### src/rtl/patbuf_ptr_sched_pkg.sv
// Shared definitions for the pattern-buffer pointer scheduler: geometry defaults,
// command opcodes and the scheduler state encoding.
package patbuf_pkg;

    localparam int BUF_COUNT    = 8;
    localparam int BUFFER_SIZE  = 32;
    localparam int BUFFER_WIDTH = 8;
    localparam int BUFP_W       = $clog2(BUF_COUNT);
    localparam int FIELDP_W     = $clog2(BUFFER_SIZE);

    localparam logic [2:0] OP_NOP    = 3'd0;
    localparam logic [2:0] OP_SEEK   = 3'd1;
    localparam logic [2:0] OP_NEXT   = 3'd2;
    localparam logic [2:0] OP_READ   = 3'd3;
    localparam logic [2:0] OP_WRITE  = 3'd4;
    localparam logic [2:0] OP_SELBUF = 3'd5;

    typedef enum logic [1:0] {
        ST_IDLE   = 2'd0,
        ST_SETTLE = 2'd1,
        ST_READ   = 2'd2,
        ST_WRITE  = 2'd3
    } state_e;

endpackage

### src/rtl/patbuf_ptr_sched_if.sv
// Processor command/response and loader swap channels of the pointer scheduler.
// The master side is the processor core plus serial loader; the slave side is the scheduler.
interface patbuf_ptr_sched_if #(
    parameter int BUFFER_WIDTH = patbuf_pkg::BUFFER_WIDTH,
    parameter int BUFP_W       = patbuf_pkg::BUFP_W,
    parameter int FIELDP_W     = patbuf_pkg::FIELDP_W
);

    logic                    cmd_valid;
    logic                    cmd_ready;
    logic [2:0]              cmd_op;
    logic [FIELDP_W-1:0]     cmd_arg;
    logic [BUFFER_WIDTH-1:0] cmd_wdata;
    logic                    rsp_valid;
    logic [BUFFER_WIDTH-1:0] rsp_data;
    logic                    swap_req;
    logic [BUFP_W-1:0]       swap_buf;
    logic                    swap_ack;

    modport master (
        output cmd_valid, cmd_op, cmd_arg, cmd_wdata, swap_req, swap_buf,
        input  cmd_ready, rsp_valid, rsp_data, swap_ack
    );

    modport slave (
        input  cmd_valid, cmd_op, cmd_arg, cmd_wdata, swap_req, swap_buf,
        output cmd_ready, rsp_valid, rsp_data, swap_ack
    );

endinterface

### src/rtl/patbuf_ptr_sched.sv
// Pattern-buffer pointer scheduler: owns bufp/fieldp, turns processor commands into
// field read/write cycles and arbitrates loader buffer swaps against them.
module patbuf_ptr_sched #(
    parameter int  BUF_COUNT    = patbuf_pkg::BUF_COUNT,
    parameter int  BUFFER_SIZE  = patbuf_pkg::BUFFER_SIZE,
    parameter int  BUFFER_WIDTH = patbuf_pkg::BUFFER_WIDTH,
    localparam int BUFP_W       = $clog2(BUF_COUNT),
    localparam int FIELDP_W     = $clog2(BUFFER_SIZE)
) (
    input  logic                    clk,
    input  logic                    rst,
    patbuf_ptr_sched_if.slave       bus,
    output logic [BUFP_W-1:0]       bufp,
    output logic [FIELDP_W-1:0]     fieldp,
    input  logic [BUFFER_WIDTH-1:0] field_byte,
    output logic [BUFFER_WIDTH-1:0] field_in,
    output logic                    field_write,
    output logic                    err
);

    import patbuf_pkg::*;

    state_e                  state_q, state_d;
    logic [BUFP_W-1:0]       bufp_q, bufp_d;
    logic [FIELDP_W-1:0]     fieldp_q, fieldp_d;
    logic [BUFFER_WIDTH-1:0] field_in_q, field_in_d;
    logic                    field_write_q, field_write_d;
    logic                    rsp_valid_q, rsp_valid_d;
    logic [BUFFER_WIDTH-1:0] rsp_data_q, rsp_data_d;
    logic                    swap_ack_q, swap_ack_d;
    logic                    err_q, err_d;
    logic                    cmd_ready_s;

    // Next-state and command decode; only one pointer can move per accepted action.
    always_comb begin
        state_d       = state_q;
        bufp_d        = bufp_q;
        fieldp_d      = fieldp_q;
        field_in_d    = field_in_q;
        field_write_d = 1'b0;
        rsp_valid_d   = 1'b0;
        rsp_data_d    = rsp_data_q;
        swap_ack_d    = 1'b0;
        err_d         = err_q;
        cmd_ready_s   = 1'b0;

        case (state_q)
            ST_IDLE: begin
                if (bus.swap_req) begin
                    bufp_d     = bus.swap_buf;
                    swap_ack_d = 1'b1;
                    state_d    = ST_SETTLE;
                end else begin
                    cmd_ready_s = 1'b1;
                    if (bus.cmd_valid) begin
                        case (bus.cmd_op)
                            OP_NOP:  state_d = ST_IDLE;
                            OP_SEEK: fieldp_d = bus.cmd_arg;
                            OP_NEXT: begin
                                if (fieldp_q == FIELDP_W'(BUFFER_SIZE - 1)) begin
                                    fieldp_d = '0;
                                end else begin
                                    fieldp_d = fieldp_q + FIELDP_W'(1);
                                end
                            end
                            OP_READ: state_d = ST_READ;
                            OP_WRITE: begin
                                field_in_d    = bus.cmd_wdata;
                                field_write_d = 1'b1;
                                state_d       = ST_WRITE;
                            end
                            OP_SELBUF: begin
                                bufp_d  = bus.cmd_arg[BUFP_W-1:0];
                                state_d = ST_SETTLE;
                            end
                            default: err_d = 1'b1;
                        endcase
                    end else begin
                        state_d = ST_IDLE;
                    end
                end
            end
            ST_SETTLE: state_d = ST_IDLE;
            ST_READ: begin
                rsp_data_d  = field_byte;
                rsp_valid_d = 1'b1;
                state_d     = ST_IDLE;
            end
            ST_WRITE: state_d = ST_IDLE;
            default:  state_d = ST_IDLE;
        endcase
    end

    // State and output registers with synchronous reset.
    always_ff @(posedge clk) begin
        if (rst) begin
            state_q       <= ST_IDLE;
            bufp_q        <= '0;
            fieldp_q      <= '0;
            field_in_q    <= '0;
            field_write_q <= 1'b0;
            rsp_valid_q   <= 1'b0;
            rsp_data_q    <= '0;
            swap_ack_q    <= 1'b0;
            err_q         <= 1'b0;
        end else begin
            state_q       <= state_d;
            bufp_q        <= bufp_d;
            fieldp_q      <= fieldp_d;
            field_in_q    <= field_in_d;
            field_write_q <= field_write_d;
            rsp_valid_q   <= rsp_valid_d;
            rsp_data_q    <= rsp_data_d;
            swap_ack_q    <= swap_ack_d;
            err_q         <= err_d;
        end
    end

    assign bus.cmd_ready = cmd_ready_s;
    assign bus.rsp_valid = rsp_valid_q;
    assign bus.rsp_data  = rsp_data_q;
    assign bus.swap_ack  = swap_ack_q;
    assign bufp          = bufp_q;
    assign fieldp        = fieldp_q;
    assign field_in      = field_in_q;
    assign field_write   = field_write_q;
    assign err           = err_q;

endmodule

### src/flat_wrapper.sv
// flat-port wrapper written by rule: the top's interface ports become plain ports
module patbuf_ptr_sched_flat import patbuf_pkg::*;
#(
    parameter int  BUF_COUNT    = patbuf_pkg::BUF_COUNT,
    parameter int  BUFFER_SIZE  = patbuf_pkg::BUFFER_SIZE,
    parameter int  BUFFER_WIDTH = patbuf_pkg::BUFFER_WIDTH,
    localparam int BUFP_W       = $clog2(BUF_COUNT),
    localparam int FIELDP_W     = $clog2(BUFFER_SIZE)
)
  (clk, rst, bufp, fieldp, field_byte, field_in, field_write, err, bus_cmd_valid, bus_cmd_op, bus_cmd_arg, bus_cmd_wdata, bus_swap_req, bus_swap_buf, bus_cmd_ready, bus_rsp_valid, bus_rsp_data, bus_swap_ack);
  patbuf_ptr_sched_if #(.BUFFER_WIDTH(BUFFER_WIDTH)) bus_i ();
  input  logic clk;
  input  logic rst;
  output logic [BUFP_W-1:0] bufp;
  output logic [FIELDP_W-1:0] fieldp;
  input  logic [BUFFER_WIDTH-1:0] field_byte;
  output logic [BUFFER_WIDTH-1:0] field_in;
  output logic field_write;
  output logic err;
  input wire logic [$bits(bus_i.cmd_valid)-1:0] bus_cmd_valid;
  input wire logic [$bits(bus_i.cmd_op)-1:0] bus_cmd_op;
  input wire logic [$bits(bus_i.cmd_arg)-1:0] bus_cmd_arg;
  input wire logic [$bits(bus_i.cmd_wdata)-1:0] bus_cmd_wdata;
  input wire logic [$bits(bus_i.swap_req)-1:0] bus_swap_req;
  input wire logic [$bits(bus_i.swap_buf)-1:0] bus_swap_buf;
  output wire logic [$bits(bus_i.cmd_ready)-1:0] bus_cmd_ready;
  output wire logic [$bits(bus_i.rsp_valid)-1:0] bus_rsp_valid;
  output wire logic [$bits(bus_i.rsp_data)-1:0] bus_rsp_data;
  output wire logic [$bits(bus_i.swap_ack)-1:0] bus_swap_ack;
  assign bus_i.cmd_valid = bus_cmd_valid;
  assign bus_i.cmd_op = bus_cmd_op;
  assign bus_i.cmd_arg = bus_cmd_arg;
  assign bus_i.cmd_wdata = bus_cmd_wdata;
  assign bus_i.swap_req = bus_swap_req;
  assign bus_i.swap_buf = bus_swap_buf;
  assign bus_cmd_ready = bus_i.cmd_ready;
  assign bus_rsp_valid = bus_i.rsp_valid;
  assign bus_rsp_data = bus_i.rsp_data;
  assign bus_swap_ack = bus_i.swap_ack;
  patbuf_ptr_sched #(.BUF_COUNT(BUF_COUNT), .BUFFER_SIZE(BUFFER_SIZE), .BUFFER_WIDTH(BUFFER_WIDTH)) u_core (.clk(clk), .rst(rst), .bus(bus_i), .bufp(bufp), .fieldp(fieldp), .field_byte(field_byte), .field_in(field_in), .field_write(field_write), .err(err));
endmodule
### config.mk
export PLATFORM = sky130hd
export DESIGN_NAME = patbuf_ptr_sched_flat
export DESIGN_NICKNAME = d
export VERILOG_FILES = /design/src/rtl/patbuf_ptr_sched_pkg.sv /design/src/rtl/patbuf_ptr_sched_if.sv /design/src/rtl/patbuf_ptr_sched.sv /design/src/flat_wrapper.sv
export SDC_FILE = /design/constraint.sdc
export NUM_CORES = 1
export LEC_CHECK = 0
export ABC_AREA = 1
export BUFFER_PORTS_ARGS = -buffer_cell sky130_fd_sc_hd__buf_2
export CAP_MARGIN = 20
export CORE_MARGIN = 2
export CORE_UTILIZATION = 49
export CTS_BUF_LIST = sky130_fd_sc_hd__clkbuf_16
export DETAILED_ROUTE_END_ITERATION = 10
export PLACE_DENSITY = 0.85
export SLEW_MARGIN = 20
export SYNTH_ARGS = -nofsm -noshare
export SYNTH_HDL_FRONTEND = slang
export SYNTH_SLANG_ARGS = --single-unit
### constraint.sdc
create_clock -name clk -period 2.38 [get_ports clk]
set_clock_uncertainty 0.15 [all_clocks]
set_input_delay 0.357 -clock clk [delete_from_list [all_inputs] [get_ports clk]]
set_output_delay 0.357 -clock clk [all_outputs]
set_load 0.01 [all_outputs]
Word level (Yosys, flattened, before mapping)
Cells that the tools add are included.

Flip-flop bits (word level): 30. Bits of input ports: 31. Output and inout port bits: 29.

Add/subtract/negate cells: 1. Equality and inequality tests: 10. Muxes and demuxes: 14. Bitwise operators: 4. Reduce and logical (&&, ||, !) cells: 13.

Operators with widths (count): $reduce_and A4 Y1 (3); $pmux W5 S2 (1); $mux W3 (3); $pmux W2 S4 (1); $ne A7 B7 Y1 const B (1); $eq A3 B2 Y1 const B (2); $eq A3 B3 Y1 const B (2); $reduce_bool A2 Y1 (3); $reduce_or A6 Y1 (1); $add A5 B1 Y5 const B (1); $eq A5 B5 Y1 const B (1); $mux W1 (5); $mux W5 (1); $eq A2 B2 Y1 const B (2); $mux W2 (2); $not A1 Y1 (4); $pmux W2 S2 (1); $reduce_or A4 Y1 (1); $eq A3 B1 Y1 const B (1); $logic_not A3 Y1 (1); $reduce_and A3 Y1 (1); $reduce_or A3 Y1 (1); $eq A2 B1 Y1 const B (1); $logic_not A2 Y1 (1); $reduce_or A2 Y1 (1).

Longest topological paths before layout
Gate-level depths: netlist (run 1).

Word-level depth: 5. Mapped depth: 9.

Least setup slack after synthesis (run 1)
Ideal clock, no wire load.

Path type: reg2reg. Start: register u_core.fieldp_q[1] (netlist: u_core.fieldp[1]). End: register u_core.fieldp_q[4] (netlist: u_core.fieldp[4]). Arrival time: 1.224 ns. Required time: 2.117 ns. Slack: 0.893 ns. Cell stages (with the launch flop): 9. Buffers on the path: 0. Period minus slack after synthesis: 1.487 ns. Cell sequence: dfxtp_1 > ha_1 > nand2_1 > nor2_1 > ha_1 > nand3_1 > nand2_1 > nor2_1 > nor2_1.

Cells in the longest elaborated chain, start to end: 3. Elaborated cells between the ends (all ways): 4. Classes of those cells: 1 x add/sub; 1 x eq/ne; 2 x mux.

Ends and longest elaborated chain: start: declaration (RTL line patbuf_ptr_sched.sv:25) `logic [FIELDP_W-1:0] fieldp_q, fieldp_d;`; start signal: assignment (RTL line patbuf_ptr_sched.sv:109) `fieldp_q <= fieldp_d;`; $add A5 B1 Y5 / $eq A5 B5 Y1 (equally long branches) (RTL line patbuf_ptr_sched.sv:63, patbuf_ptr_sched.sv:60); $mux W5 * (RTL line patbuf_ptr_sched.sv:60) `if (fieldp_q == FIELDP_W'(BUFFER_SIZE - 1)) begin`; $pmux W5 S2 * (RTL line patbuf_ptr_sched.sv:56) `case (bus.cmd_op)`.

Every way passes the cells marked *; elsewhere a longest branch is shown, timed or not. A chain may end at the register's enable or synchronous reset.

Worst setup path in the final report (run 1)
Start: register u_core.state_q[0]. End: output port bus_cmd_ready.

Cells in the longest elaborated chain, start to end: 2.

Ends and longest elaborated chain: start: declaration (RTL line patbuf_ptr_sched.sv:23) `state_e state_q, state_d;`; start signal: assignment (RTL line patbuf_ptr_sched.sv:107) `state_q <= state_d;`; $logic_not A2 Y1 (RTL line patbuf_ptr_sched.sv:47) `case (state_q)`; $mux W1 (RTL line patbuf_ptr_sched.sv:47); end: declaration (RTL line flat_wrapper.sv:26) `output wire logic [$bits(bus_i.cmd_ready)-1:0] bus_cmd_ready;`.

Every way passes these cells.

==> results of run 1 <==
-- sequential cells by signal, summed over array words and instances, names as in the netlist --
register,flops
u_core.bufp,3
u_core.bus.rsp_data,8
u_core.bus.rsp_valid,1
u_core.bus.swap_ack,1
u_core.err,1
u_core.field_in,8
u_core.field_write,1
u_core.fieldp,5
u_core.state_q,2
-- report_power, final --
part / internal, mW / switching [mW] / leakage, nW
logic: 0.0570 / 0.0814 / 0.664
registers: 0.520 / 0.00890 / 0.244
clock network: 0.376 / 0.196 / 0.0724
total: 0.952 / 0.286 / 0.980
-- kinds of logic (layout without fill, tap and decap cells) --
| logic type | after synthesis | after routing | share of synthesized area |
|---|---|---|---|
| flip-flops | 30 | 30 | 0.447 |
| AO/OA/AOI/OAI | 23 | 23 | 0.0865 |
| AND/OR/NAND/NOR | 115 | 115 | 0.381 |
| buffers and inverters | 20 | 85 | 0.0605 |
| adder cells (fa/ha/maj) | 2 | 2 | 0.0186 |
| XOR/XNOR | 1 | 1 | 0.00651 |
-- layout by cell type (no fill, tap or decap), types with 2 or more instances in the layout --
master / count
sky130_fd_sc_hd__inv_1: 15
sky130_fd_sc_hd__clkbuf_16: 5
sky130_fd_sc_hd__nor2_1: 54
sky130_fd_sc_hd__nand4_1: 2
sky130_fd_sc_hd__dfxtp_1: 30
sky130_fd_sc_hd__nand2_1: 34
sky130_fd_sc_hd__inv_2: 3
sky130_fd_sc_hd__ha_1: 2
sky130_fd_sc_hd__nand3_1: 12
sky130_fd_sc_hd__nor3_1: 5
sky130_fd_sc_hd__nand2_2: 2
sky130_fd_sc_hd__nand2_4: 3
sky130_fd_sc_hd__a21oi_1: 4
sky130_fd_sc_hd__o21ai_0: 18
sky130_fd_sc_hd__buf_2: 59
-- layout make-up --
| class | count | area (um2) |
|---|---|---|
| fillers | 255 | 738 |
| multi-input cells | 141 | 663 |
| flip-flops and latches | 30 | 601 |
| repair buffers | 59 | 295 |
| clock buffers | 5 | 125 |
| inverters | 18 | 72.6 |
| well taps | 30 | 37.5 |
| clock inverters | 3 | 12.5 |
-- critical path, stage by stage (launching register included) --
cell,delay [ps]
sky130_fd_sc_hd__dfxtp_1,310
sky130_fd_sc_hd__inv_1,60
sky130_fd_sc_hd__nand2_1,180
sky130_fd_sc_hd__nor2_1,160
sky130_fd_sc_hd__buf_2,150
-- layer usage --
metal / GRT usage / wire [um] / share of wire
met3: 0.0622 / 264 / 0.090
met2: 0.319 / 1310 / 0.45
met5: 0 / 0 / 0
met1: 0.244 / 1340 / 0.46
met4: 0.0714 / 20 / 0.0068
-- final timing paths --
| path | startpoint | end | slack [ps] |
|---|---|---|---|
| hold reg to reg | u_core.err | u_core.err | 310 |
| setup / recovery | u_core.state_q[0] | bus_cmd_ready | 750 |
| setup reg to reg | u_core.fieldp[0] | u_core.fieldp[0] | 850 |
| hold / removal | rst | u_core.bus.rsp_valid | 140 |
==> results.txt, run 1 <==
In this run the deepest clock path goes through 2 buffers. The logs give 0 for the number of cells upsized or downsized after cts and 2930 um for the final routed wirelength across all metal layers. The number of global-route vias before repair was 1207. In this run the clock root is driven by a sky130_fd_sc_hd__clkbuf_16. The detail route stage leaves a number of antenna-violating nets equal to 0. The total track usage came out at 0.197. The run gives 60 as the count of boundary I/O pins.

The worst setup path is captured at a primary output. The die covers 0.00318 mm2. The most common cell in the netlist is sky130_fd_sc_hd__nor2_1. For the global-route wire length before repair, the log shows 4960 um.

TritonCTS built the clock tree. Setup violations remaining at the end of the flow were counted as 0. The pin count of the biggest net entering global routing is 27, and the pin slew with the least headroom to its limit is 680 ps. The critical-path maximum fanout was 5; the number of cell rows was 18.

The number of slew-limit violations in the final report came out at 0. The flow ran to the end, and the final reports show no timing, DRC or antenna violations. The logs give 30 for the clock sink total and 0.831 for the global placer's final weighted congestion. Summing internal, switching and leakage power gives 1.24 mW. Setup repair after global routing left no endpoint under its margin.

Yosys attributes the largest share of cell area to sky130_fd_sc_hd__dfxtp_1, sky130_fd_sc_hd__nor2_1, sky130_fd_sc_hd__nand2_1. The effective utilization at floorplan was 0.529; the number of hold-slack violations in the final timing report was 0. Synthesis inferred 30 register bits. Counting distinct cell types in the post-synthesis netlist gives 21. The synthesized area per cell is 7.04 um2, and the end-of-flow core utilization is 0.710. The share of layout cells above drive strength 1 was 0.297; the final design area excluding fillers was 0.00181 mm2. The run gives 52 as the number of DRC markers after the initial detailed-route iteration. In this run, post-CTS hold repair placed 0 buffers.

The number of cells on the worst hold path was 2; the reported leakage power was 0.980 nW. In this run the standard cell core region covers 0.00254 mm2. The tool flagged a number of max-cap violations equal to 0. Summed over all layers, the global routing overflow is 0.

Number of antenna violations at the first check in global routing: 0. The worst setup path is launched from a register. From synthesis to final layout, the design area changed by 34.3%. The power density over cell area is 686 mW/mm2. Sorting the synthesized cells by how often they occur yields sky130_fd_sc_hd__nor2_1, sky130_fd_sc_hd__nand2_1, sky130_fd_sc_hd__dfxtp_1.

The post-place instance area came out at 0.00167 mm2. Counting every instance in the synthesized netlist gives 191. For this run, the detailed router's first-pass iteration total came to 4. Data on the critical path is required at its endpoint by 1870 ps. Detailed routing inserted a total of 1416 vias.

Across the VDD grid, the largest voltage drop is 0.000556 V. The run gives 0 ps as the accumulated negative setup slack. In this run the number of H-tree levels came out at 2.

For the worst-skew pair, the clock arrives at the later sink with an insertion delay of 270 ps. Non-filler instance count after layout: 286. Detailed placement finished with a half-perimeter wire length of 2170 um. The detailed-route wire length per cell works out to 10.3 um. The number of buffers created by CTS was 5; the number of nets in the finished design was 288. For this run, the number of Yosys warnings is 0. The tools report the headroom to the max-slew limit as 0.546.

The width of the die was 56.4 um; the antenna diode count was 0. The type of the setup path with the least slack is reg2out. Synthesis produced a netlist with a net count of 224.

Proportion of register bits with asynchronous set or reset after synthesis: 0. In this run the post-CTS setup repair buffer count came out at 0. The die is 56.4 um tall.

For this run, the top clock speed supported by timing is 612 MHz. The post-route clock period utilization is 0.687, and the cell area after synthesis is 0.00135 mm2. The area share of the largest cell type after synthesis was 0.447; the tightest hold margin was 143 ps.

Timing analysis after detailed placement gives a worst setup slack of 807 ps. The proportion of synthesized chip area in sequential cells was 0.447. Counting I/O delays and the setup requirement, the final critical path takes 1630 ps. The synthesized design contains 0 enable-type register cells.

The run gives 0 as the remaining design rule violation count. The worst reg2reg path depth works out to 9. The path class of the tightest hold or removal check is in2reg.

Largest area contributor in the netlist: sky130_fd_sc_hd__dfxtp_1. Once routing completed, OpenROAD measured the worst setup slack at 745 ps. The most instantiated flip-flop cell in the synthesis netlist was sky130_fd_sc_hd__dfxtp_1. The number of I/O port buffers works out to 59.

For the worst setup path, the data arrival time is 1130 ps. The clock-pin transition on the worst setup and hold timing paths came out at 50 ps. In the routed layout, each cell is associated on average with a via count of 4.95.

Including well taps, the total number of placed cells is 278.
Power figures use the tool's default switching activity.
==> run 2, diff against run 1 <==
--- a/config.mk
+++ b/config.mk
@@ -9,10 +9,10 @@
 export BUFFER_PORTS_ARGS = -buffer_cell sky130_fd_sc_hd__buf_2
 export CAP_MARGIN = 20
 export CORE_MARGIN = 2
-export CORE_UTILIZATION = 49
+export CORE_UTILIZATION = 46
 export CTS_BUF_LIST = sky130_fd_sc_hd__clkbuf_16
 export DETAILED_ROUTE_END_ITERATION = 10
-export PLACE_DENSITY = 0.85
+export PLACE_DENSITY = 0.8
 export SLEW_MARGIN = 20
 export SYNTH_ARGS = -nofsm -noshare
 export SYNTH_HDL_FRONTEND = slang
==> constraint.sdc (replaced) <==
create_clock -name clk -period 1.7 [get_ports clk]
set_clock_uncertainty 0.15 [all_clocks]
set_input_delay 0.255 -clock clk [delete_from_list [all_inputs] [get_ports clk]]
set_output_delay 0.255 -clock clk [all_outputs]
set_load 0.01 [all_outputs]
==> run 2 against run 1 <==
Against the previous run:
- non-clock buffer count grew 2
- clock power up 42%
- critical path depth unchanged
- first-iteration DRC count is 23% lower
- critical endpoint unchanged
- worst hold slack worse by 110 ps
- power up 41%
- largest cell class unchanged
- count of clock-buffer cells in the layout stayed put
- die area grew 6.1%
- setup slack lost 540 ps
==> results.txt, run 2 (synthesis gave the netlist of run 1 again) <==
The flow ran to the end, and the final reports show no timing, DRC or antenna violations. The tools report the H-tree depth as 2 (unchanged). The detailed-route wire length per cell is 10.2 um (was 10.3 um), and the y dimension of the die is 58.1 um (was 56.4 um). The area overhead of the layout relative to synthesis came out at 35.5% (was 34.3%). Ordered cell list for the critical path: inv_1, nand2_1, nor2_1, buf_2 (unchanged). The share of layout cells above drive strength 1 is 0.302 (was 0.297). The clock share of power was 0.464 (was 0.461); the net switching share of the total power was 0.234 (was 0.231). Setup repair after global routing left no endpoint under its margin. The headroom to the max-slew limit is 0.806 (was 0.546), and the end-of-flow core utilization is 0.661 (was 0.710).

The power density over cell area works out to 958 mW/mm2 (was 686 mW/mm2). The residual antenna-violating net count after detailed routing was 0 (unchanged); the critical path arrival was 1090 ps (was 1130 ps). The tools report the count of filler cells inserted in the layout as 269 (was 255). The reported leakage power came out at 0.989 nW (was 0.980 nW).

The number of buffers created by CTS was 5 (unchanged). Class of the most critical hold timing path: in2reg (unchanged). The standard cell core area was 0.00276 mm2 (was 0.00254 mm2); the floorplan die area was 0.00337 mm2 (was 0.00318 mm2). The number of iterations in the first detailed-routing pass was 4 (unchanged); the met3 wire length was 247 um (was 264 um). The leading cell type in the layout, fill and taps excluded is sky130_fd_sc_hd__buf_2 (unchanged). The slowest library cell on the worst path was sky130_fd_sc_hd__dfxtp_1 (unchanged). The logs give 2 (unchanged) for the largest buffer count on any clock path and 2230 um (was 2170 um) for the detailed placement HPWL. The sequential share of power came out at 0.424 (was 0.427). The clock root buffer is sky130_fd_sc_hd__clkbuf_16 (unchanged).

The total via count in the routed design came out at 1357 (was 1416). The run gives 0 (unchanged) as the number of failing setup endpoints in the final timing report. The logs give 0.409 mW (was 0.286 mW) for the net switching power of the design and 0.488 (was 0.529) for the effective utilization at floorplan.

The post-CTS repair timing setup buffer count is 0 (unchanged), and the number of I/O port buffers is 59 (unchanged). The tools report the number of global-route vias before repair as 1223 (was 1207). The logs give 19 (was 18) for the number of cell rows and 0 (unchanged) for the number of cells upsized or downsized after cts.

The reg-to-reg critical path endpoint is u_core.fieldp[4] (was u_core.fieldp[0]). The logs give 1320 um (was 1340 um) for the detailed-routing wirelength on met1 and 0.799 (was 0.831) for the global placer's final weighted congestion. The remaining design rule violation count was 0 (unchanged). The run gives 0.00101 V (was 0.000556 V) as the worst-case vdd ir drop. The width of the die was 58.1 um (was 56.4 um); the number of slew-limit violations in the final report was 0 (unchanged). The peak per-stage delay on the critical path came out at 340 ps (was 310 ps).

The average via count per standard cell came out at 4.70 (was 4.95). The endpoint required time on the critical path is 1290 ps (was 1870 ps). The post-route clock period utilization came out at 0.879. The total track usage came out at 0.200 (was 0.197). Most used cells in the layout excluding fill and tap cells: sky130_fd_sc_hd__buf_2, sky130_fd_sc_hd__nor2_1, sky130_fd_sc_hd__nand2_1, sky130_fd_sc_hd__dfxtp_1, sky130_fd_sc_hd__o21ai_0 (unchanged). The top metal layer carrying routed signals is met4 (unchanged).

The part of the power in combinational logic was 0.112 (about the same); the clock sink total was 30 (unchanged). Launching point of the worst reg2reg path: u_core.fieldp[0] (unchanged). The startpoint kind of the worst setup timing path was a register (unchanged). For the remaining global-route overflow, the log shows 0 (unchanged).

The pin slew with the least headroom to its limit works out to 291 ps (was 680 ps). The tools report the beginning of the worst hold path as rst (unchanged). The critical-path maximum fanout was 5 (unchanged); the wire length on met2 was 1310 um (about the same). The antenna diode count was 0 (unchanged).

The endpoint of the worst hold path is u_core.bus.swap_ack (was u_core.bus.rsp_valid). The run gives 210 ps (was 850 ps) as the internal reg-to-reg setup slack. The run gives 290 (was 288) as the number of nets in the finished design. TritonCTS built the clock tree. The number of hold-slack violations in the final timing report was 0 (unchanged). Number of antenna violations at the first check in global routing: 0 (unchanged). The worst reg2reg path depth is 8 (was 9), and the max-cap check violation count is 0 (unchanged). The number of DRC markers after the initial detailed-route iteration was 40 (was 52); the final routed wirelength across all metal layers was 2960 um (was 2930 um). The latest clock arrival within the worst-skew pair came out at 270 ps (about the same). The accumulated negative setup slack was 0 ps (unchanged); the number of cells on the worst hold path was 2 (unchanged). Pin count of the biggest net entering global routing: 13 (was 27). The tools report the element type at the critical path end as a primary output (unchanged). The tools report the internal portion of total power as 1.34 mW (was 0.952 mW). The clock-pin transition on the worst setup and hold timing paths was 50 ps (about the same); the hold buffer count at CTS was 0 (unchanged). Timing would allow up to 669 MHz.

The type of the setup path with the least slack is reg2out (unchanged). The count of boundary I/O pins was 60 (unchanged). The worst path needs 1490 ps of the cycle, external delays included. For the global-route wire length before repair, the log shows 4990 um (was 4960 um).
## run 2: cell types whose count changed in the layout (fill, tap and decap cells not counted), sizes merged
cell	change
buf	+2
## run 2: layer usage
metal,vias to the layer above,global-route usage
li1,739,-
met4,0,0.110
met2,47,0.323
met3,6,0.0737
met5,-,0
met1,565,0.230
## run 2: final cells by class
cell class	count	area, um2	area share
multi-input combinational	141	663	0.364
sequential	30	601	0.329
timing repair buffer	61	310	0.170
clock buffer	5	125	0.0686
inverter	18	72.6	0.0398
tap	31	38.8	0.0213
clock inverter	3	12.5	0.00686
## run 2: power groups by stage
stage	clock network, mW	registers [mW]	logic (mW)
2_1_floorplan	0	0.763	0.101
3_3_place_gp	0	0.753	0.195
3_5_place_dp	0	0.753	0.196
4_1_cts	0.838	0.739	0.198
5_1_grt	0.874	0.741	0.222
6_report	0.810	0.740	0.196
## run 2: worst max path at each step
stage | cells past startpoint | slack [ps] | end | from
after floorplan | 8 | 210 | u_core.fieldp[4] | u_core.fieldp[1]
after global placement | 8 | 250 | u_core.fieldp[4] | u_core.fieldp[0]
after detailed placement | 8 | 220 | u_core.fieldp[4] | u_core.fieldp[0]
after CTS | 4 | 200 | bus_cmd_ready | u_core.state_q[1]
after global routing | 9 | 50 | u_core.fieldp[3] | u_core.fieldp[1]
final | 4 | 210 | bus_cmd_ready | u_core.state_q[1]
## run 2: metrics by stage
step / std cells / hold slack [ps] / setup slack [ps] / cell area [um2] / total power [mW]
after floorplan: 191 / 177 / 213 / 1350 / 0.865
after global placement: 281 / 289 / 245 / 1690 / 0.948
after detailed placement: 281 / 312 / 221 / 1690 / 0.950
after CTS: 289 / 27.0 / 195 / 1820 / 1.78
after global routing: 289 / 33.9 / 54.4 / 1820 / 1.84
final: 289 / 31.7 / 205 / 1820 / 1.75
## run 2: worst max-delay path: cells and delay by family, from the launching register on
family | cells | cell delay (ps)
flops | 1 | 340
simple gates | 2 | 290
buf+inv | 2 | 180
